<file path="src/rtl/writeback_stage.sv">
// Final pipeline stage: MEM/WB register, result select, register-file write port, retire counter, halt latch.
// Latency 1 cycle M->W; stallW holds, flushW bubbles; `WB_R0_ZERO_EN makes register 0 read-only.
module writeback_stage #(
  parameter int DATA_W  = 16,
  parameter int ADDR_W  = 4,
  parameter int COUNT_W = 16
) (
  input  logic               clk,
  input  logic               reset,
  input  logic               stallW,
  input  logic               flushW,
  input  logic               validM,
  input  logic               RegWriteM,
  input  logic               MemtoRegM,
  input  logic               HaltM,
  input  logic [ADDR_W-1:0]  destAddM,
  input  logic [DATA_W-1:0]  alu_resultM,
  input  logic [DATA_W-1:0]  MemReadDataM,
  output logic               validW,
  output logic               RegWriteW,
  output logic [ADDR_W-1:0]  destAddW,
  output logic [DATA_W-1:0]  ResultW,
  output logic               halted,
  output logic [COUNT_W-1:0] retire_count
);

  typedef enum logic {RUN, HALTED} state_t;

  state_t              state, state_nxt;
  logic                capture, bubble;
  logic                valid_q, regwrite_q, memtoreg_q, halt_q;
  logic [ADDR_W-1:0]   dest_q;
  logic [DATA_W-1:0]   alu_q, rdata_q;
  logic [COUNT_W-1:0]  count_q;

  always_ff @(posedge clk or negedge reset) begin
    if (!reset) state <= RUN;
    else        state <= state_nxt;
  end

  // Flush outranks stall; in HALTED neither the register nor the counter ever moves again.
  always_comb begin
    state_nxt = state;
    capture   = 1'b0;
    bubble    = 1'b0;
    if (state == RUN) begin
      if (flushW) begin
        bubble = 1'b1;
      end else if (!stallW) begin
        capture = 1'b1;
        if (validM && HaltM) state_nxt = HALTED;
      end
    end
  end

  always_ff @(posedge clk or negedge reset) begin
    if (!reset) begin
      valid_q    <= 1'b0;
      regwrite_q <= 1'b0;
      memtoreg_q <= 1'b0;
      halt_q     <= 1'b0;
      dest_q     <= '0;
      alu_q      <= '0;
      rdata_q    <= '0;
      count_q    <= '0;
    end else if (bubble) begin
      valid_q    <= 1'b0;
      regwrite_q <= 1'b0;
      memtoreg_q <= 1'b0;
      halt_q     <= 1'b0;
      dest_q     <= '0;
      alu_q      <= '0;
      rdata_q    <= '0;
    end else if (capture) begin
      // A HALT lands as a non-valid, non-writing entry and is not retired.
      valid_q    <= validM & ~HaltM;
      regwrite_q <= RegWriteM & validM & ~HaltM;
      memtoreg_q <= MemtoRegM;
      halt_q     <= HaltM & validM;
      dest_q     <= destAddM;
      alu_q      <= alu_resultM;
      rdata_q    <= MemReadDataM;
      if (validM && !HaltM) count_q <= count_q + COUNT_W'(1);
    end
  end

  assign validW       = valid_q;
  assign destAddW     = dest_q;
  assign ResultW      = memtoreg_q ? rdata_q : alu_q;
  assign halted       = halt_q;
  assign retire_count = count_q;

`ifdef WB_R0_ZERO_EN
  assign RegWriteW = regwrite_q & (dest_q != '0);
`else
  assign RegWriteW = regwrite_q;
`endif

endmodule

</file>
<file path="config.mk">
export PLATFORM = sky130hd
export DESIGN_NAME = writeback_stage
export DESIGN_NICKNAME = d
export VERILOG_FILES = /design/src/rtl/writeback_stage.sv
export SDC_FILE = /design/constraint.sdc
export NUM_CORES = 1
export LEC_CHECK = 0
export ABC_CLOCK_PERIOD_IN_PS = 2700
export CORE_UTILIZATION = 40
export DETAILED_ROUTE_END_ITERATION = 12
export PLACE_DENSITY = 0.82
export SETUP_SLACK_MARGIN = 0.02
export SKIP_LAST_GASP = 1
export SLEW_MARGIN = 20
export SYNTH_ARGS = -nofsm -noshare
export SYNTH_HDL_FRONTEND = slang
export SYNTH_SLANG_ARGS = --single-unit
</file>
<file path="constraint.sdc">
create_clock -name clk -period 2.7 [get_ports clk]
set_input_delay 0.54 -clock clk [delete_from_list [all_inputs] [get_ports clk]]
set_output_delay 0.54 -clock clk [all_outputs]
set_load 0.01 [all_outputs]
</file>
==> key figures, run 1 <==
Timing
  • Final period util: 82.8%
  • Achievable frequency: 0.448 GHz
  • Setup_tns: 0 ns
  • Max Transition Viols Final: 0
  • Slew at the pin closest to its max-slew limit: 0.640 ns
  • Worst relative slew slack: 57.3%
  • Min cycle time layout: 2.23 ns
  • RSZ-0062 raised after global routing: false
  • Min Hold Slack: 0.124 ns
  • Final hold vios: 0
  • # setup viols final: 0
  • Worst Slack Setup Final: 0.466 ns
  • Fin Clk Skew: 0.00502 ns

Global route
  • Vias in the first global route: 1,756
  • Total grt overflow: 0
  • GRT Total Usage: 18.8%
  • Largest net degree at the start of global routing: 25
  • First-pass GRT wire length: 8640 microns
  • Initial antenna violation count: 0

Logic synthesis
  • Adder-cell share of the synthesized area: 0.530%
  • Mapped Avg Cell Area: 13.9 sq um
  • Cells after Synth: 170
  • Seq/Total Area, Yosys: 60.4%
  • Syn nets: 215
  • Post-Synth XOR/XNOR Area: 5.56%
  • Largest family of logic cells by synthesized area: compound AO/OA/AOI/OAI gates
  • Post-synthesis simple-gate area fraction: 7.95%
  • Yosys reg bits: 57
  • Area fraction in compound gates after synthesis: 15.5%
  • Synthesized cell area: 2360 sq um
  • Multiplexer share of the synthesized area: 8.11%
  • Synth warnings: 0
  • Cell variety after synth: 25

Floorplanning
  • Die extent in y: 78.8 microns
  • Starting density of the core: 42.1%
  • Die Wd: 78.8 microns
  • Core Box Area: 5610 sq um
  • Die area: 6210 sq um
  • Site row count: 27
  • I/O pins: 83

Critical path
  • Kind of critical path: reg -> out
  • Delay-heaviest family, CP: buffers and inverters
  • R2R depth: 3
  • Worst R2R Setup Slack: 1.06 ns
  • Worst path max stage delay: 0.48 ns
  • RR Endpoint: retire_count[1]$_DFFE_PN0P_
  • Startpoint types: flip-flop
  • R2R Path Start: state$_DFF_PN0_
  • CP Data Required Time: 2.16 ns
  • Critical path buffers and inverters: 2
  • Critical path data arrival time: 1.69 ns
  • Critical path depth: 3
  • Max Fanout on Critical Path: 9
  • Critical Path End: ResultW[14]
  • Worst Setup SP: memtoreg_q$_DFFE_PN0P_
  • Worst Setup End Kind: output port
  • Worst path cell trace: buf_4 -> mux2_2 -> clkdlybuf4s50_1
  • Slowest cell on crit path: clkdlybuf4s50_1

Finish
  • Most common cell after layout, fill and taps aside: clkdlybuf4s50_1
  • # diodes: 0
  • Syn-to-layout area delta: 47.0%
  • Final Net Count: 305
  • Most frequent cells in the layout: clkdlybuf4s50_1, dfrtp_1, a22o_1
  • Final non-filler cell area: 3470 sq um
  • Core Util, Final: 61.9%
  • Share of layout cells above drive strength 1: 17.0%
  • Layout filler cell count: 472
  • Area of the multi-input gates: 895 sq um
  • Register area: 1430 sq um

Detailed routing
  • Iter 0 DRT Violations: 66
  • DR vias/cell: 5.21
  • Routed length per instance: 15.6 microns
  • Drt drc: 0
  • Antenna Nets Post-Route: 0
  • Drt first pass iters: 4
  • DR vias: 1,755
  • Detailed Route WL: 5260 microns

Clocking
  • Maximum clock path buffer count: 2
  • Skew-Pair Late Insertion Delay: 0.33 ns
  • Root Buffer: clkbuf_8
  • Post-CTS Setup Inserts: 0
  • Clock transition at path regs: 0.07 ns
  • CTS tree: built
  • Total CTS buffers: 9
  • CTS sink count: 57
  • H-tree depth: 3
  • Post-cts hold buffer count: 0
  • Resized Gates After CTS: 0

Pwr
  • Maximum vdd drop: 0.494 mV
  • Pwr Density: 756 nW/um^2
  • Leakage: 1.59 nW

Outcome
  • Status: complete, no violations

Place
  • DP HPWL: 3710 microns
  • Placed Instance Area: 3300 sq um
  • RD Place Congestion: 0.744
  • Pre-CTS setup slack: 0.422 ns
  • Port buffer count: 82

Hold path
  • Worst Hold Class: in -> async

Run
  • Max_cap viols: 0
[per-layer routing]
| layer | global-route usage [%] | vias up | wire length [microns] |
|---|---|---|---|
| li1 | - | 819 | - |
| met1 | 24.5 | 857 | 2410 |
| met2 | 27.9 | 69 | 2350 |
| met3 | 6.21 | 10 | 381 |
| met4 | 9.82 | 0 | 115 |
| met5 | 0 | - | 0 |
[cell usage after synthesis, drive strengths merged]
master  count  area (sq um)
and4        2          17.5
buf         3          15.0
nand2       6          22.5
mux2       17           191
and4b       1          10.0
nand3b      1          7.51
a21o        2          15.0
xor2        5          43.8
a22o       38           333
a31o        1          8.76
xnor2      10          87.6
a32o        1          10.0
and3        1          6.26
inv         1          3.75
nor4        1          21.3
clkbuf      7          26.3
nor3        2          10.0
nor2        3          11.3
nand4       3          18.8
nand3       4          20.0
ha          1          12.5
dfrtp      57          1430
nor3b       2          31.3
or3         1          11.3
[registers in the layout, summed over array words and instances (netlist names)]
signal / count
alu_q: 16
rdata_q: 16
retire_count: 16
destAddW: 4
RegWriteW: 1
halted: 1
memtoreg_q: 1
state: 1
validW: 1
[cell type report]
cell class	count	area share, %
Sequential cell	57	41.1
Multi-Input combinational cell	102	25.8
Timing Repair Buffer	89	25.4
Clock buffer	13	4.58
Tap cell	72	2.60
Clock inverter	3	0.433
Inverter	1	0.108
[report_power, final]
group | leakage [nW] | switching (W) | internal, W
clock | 0.0932 | 0.000317 | 0.000379
combinational | 0.732 | 0.000269 | 0.000501
sequential | 0.765 | 0.000114 | 0.00104
[stage by stage]
step	total power, W	instances
6_report	0.00262	337
5_1_grt	0.00277	337
4_1_cts	0.00265	337
3_5_place_dp	0.00194	321
3_3_place_gp	0.00192	321
2_1_floorplan	0.00152	170
[cells by family after synthesis]
family | after synthesis
and+or+nand+nor | 27
DFF | 57
adders and majority gates | 1
muxes | 17
xor gates and xnor gates | 15
buffers and inverters | 11
AOI/OAI and AO/OA | 42
[worst min-delay path by stage]
stage / slack, ns / cells past startpoint / end
after floorplan: 0.24 / 0 / RegWriteW$_DFFE_PN0P_
after global placement: 0.48 / 1 / alu_q[0]$_DFFE_PN0P_
after detailed placement: 0.47 / 1 / validW$_DFFE_PN0P_
after CTS: 0.13 / 1 / retire_count[7]$_DFFE_PN0P_
after global routing: 0.13 / 1 / retire_count[7]$_DFFE_PN0P_
final: 0.12 / 1 / retire_count[7]$_DFFE_PN0P_
(Power assumes the default switching activity.)
==> run 2: changes to the inputs <==
- ABC_CLOCK_PERIOD_IN_PS: 2700 -> 2260
- clock period: 2.7 -> 2.26 ns (I/O delays scaled with it)
==> key figures, run 2 (synthesized netlist as in run 1, its figures left out) <==
Outcome
  • Status: complete, no violations

Critical path
  • Kind of critical path: reg -> out
  • Critical path data arrival time: 1.70 ns
  • Slowest cell on crit path: clkdlybuf4s50_1
  • Max Fanout on Critical Path: 8
  • Worst Setup End Kind: output port
  • Worst path cell trace: buf_4 -> mux2_2 -> clkdlybuf4s50_1
  • Startpoint types: flip-flop
  • Critical path buffers and inverters: 2
  • CP Data Required Time: 1.81 ns
  • Delay-heaviest family, CP: buffers and inverters
  • Worst path max stage delay: 0.50 ns

Clocking
  • Maximum clock path buffer count: 2
  • Clock transition at path regs: 0.06 ns
  • Skew-Pair Late Insertion Delay: 0.32 ns
  • Root Buffer: clkbuf_8
  • Total CTS buffers: 9
  • Resized Gates After CTS: 0
  • H-tree depth: 3
  • Post-CTS Setup Inserts: 0
  • CTS sink count: 57
  • Post-cts hold buffer count: 0
  • CTS tree: built

Floorplanning
  • I/O pins: 83
  • Core Box Area: 5610 sq um
  • Die extent in y: 78.8 microns
  • Site row count: 27
  • Die Wd: 78.8 microns
  • Die area: 6210 sq um
  • Starting density of the core: 42.1%

Timing
  • Slew at the pin closest to its max-slew limit: 0.701 ns
  • Min cycle time layout: 2.15 ns
  • Min Hold Slack: 0.268 ns
  • Fin Clk Skew: 0.00726 ns
  • Max Transition Viols Final: 0
  • Setup_tns: 0 ns
  • Final hold vios: 0
  • Final period util: 95.1%
  • # setup viols final: 0
  • Achievable frequency: 0.465 GHz
  • RSZ-0062 raised after global routing: false
  • Worst relative slew slack: 53.3%

Finish
  • Layout filler cell count: 463
  • Final Net Count: 307
  • Most frequent cells in the layout: clkdlybuf4s50_1, dfrtp_1, a22o_1
  • Share of layout cells above drive strength 1: 18.4%
  • Syn-to-layout area delta: 50.8%
  • Final non-filler cell area: 3560 sq um
  • Core Util, Final: 63.5%
  • Most common cell after layout, fill and taps aside: clkdlybuf4s50_1
  • # diodes: 0

Detailed routing
  • DR vias/cell: 5.10
  • Routed length per instance: 15.6 microns
  • Antenna Nets Post-Route: 0
  • Iter 0 DRT Violations: 64
  • DR vias: 1,729
  • Drt drc: 0
  • Detailed Route WL: 5280 microns
  • Drt first pass iters: 4

Pwr
  • Leakage: 1.63 nW
  • Pwr Density: 988 nW/um^2
  • Maximum vdd drop: 0.755 mV
  • Tot Pwr: 0.00352 W

Place
  • Placed Instance Area: 3300 sq um
  • Port buffer count: 82
  • DP HPWL: 3680 microns
  • RD Place Congestion: 0.748

Global route
  • First-pass GRT wire length: 8490 microns
  • Initial antenna violation count: 0
  • GRT Total Usage: 18.1%
  • Vias in the first global route: 1,715
  • Largest net degree at the start of global routing: 58
  • Total grt overflow: 0

Run
  • Max_cap viols: 0

Hold path
  • Worst Hold Class: in -> async
run 2: report_power, final:
part	internal, W	switching [W]
clock	0.000823	0.000390
combinational	0.000599	0.000325
sequential	0.00124	0.000136
run 2: worst paths after layout:
kind                                         startpoint                           end  slack, ns  cells after the start
setup / recovery                 memtoreg_q$_DFFE_PN0P_                    ResultW[1]       0.11                      3
hold / removal                                    reset  retire_count[14]$_DFFE_PN0P_       0.27                      2
setup reg to reg                        state$_DFF_PN0_  retire_count[15]$_DFFE_PN0P_       0.64                      4
hold reg to reg            retire_count[15]$_DFFE_PN0P_  retire_count[15]$_DFFE_PN0P_       0.48                      1
max in group asynchronous                         reset            validW$_DFFE_PN0P_       1.53                      2
min in group clk           retire_count[15]$_DFFE_PN0P_  retire_count[15]$_DFFE_PN0P_       0.48                      1
run 2: area by class of cell:
cell class / count / area (sq um) / area share (%)
Sequential cell: 57 / 1430 / 40.1
Clock inverter: 4 / 97.6 / 2.74
Multi-Input combinational cell: 102 / 895 / 25.1
Timing Repair Buffer: 91 / 883 / 24.8
Clock buffer: 12 / 165 / 4.64
Inverter: 1 / 3.75 / 0.105
Tap cell: 72 / 90.1 / 2.53
run 2: worst register-to-register path, stage by stage, from the launching register on:
cell	delay (ns)
dfrtp_1	0.42
or3_4	0.44
nor4_4	0.35
nand4_1	0.16
xnor2_1	0.15
run 2: per-stage QoR:
stage | worst slack [ns] | std cells
after global placement | 0.105 | 323
after detailed placement | 0.0728 | 323
after floorplan | 0.607 | 170
after global routing | 0.0636 | 339
after CTS | 0.0760 | 339
final | 0.111 | 339
run 2: metal layers:
layer / global-route usage (%) / wire (microns)
met1: 25.2 / 2530
met3: 4.60 / 304
met4: 8.73 / 40
met5: 0 / 0
met2: 26.3 / 2410
==> run 3: changes to the inputs <==
- SKIP_LAST_GASP: 1 -> default
==> results of run 3 <==
Same layout as run 2: the final DEF is identical, and so are final timing and power.
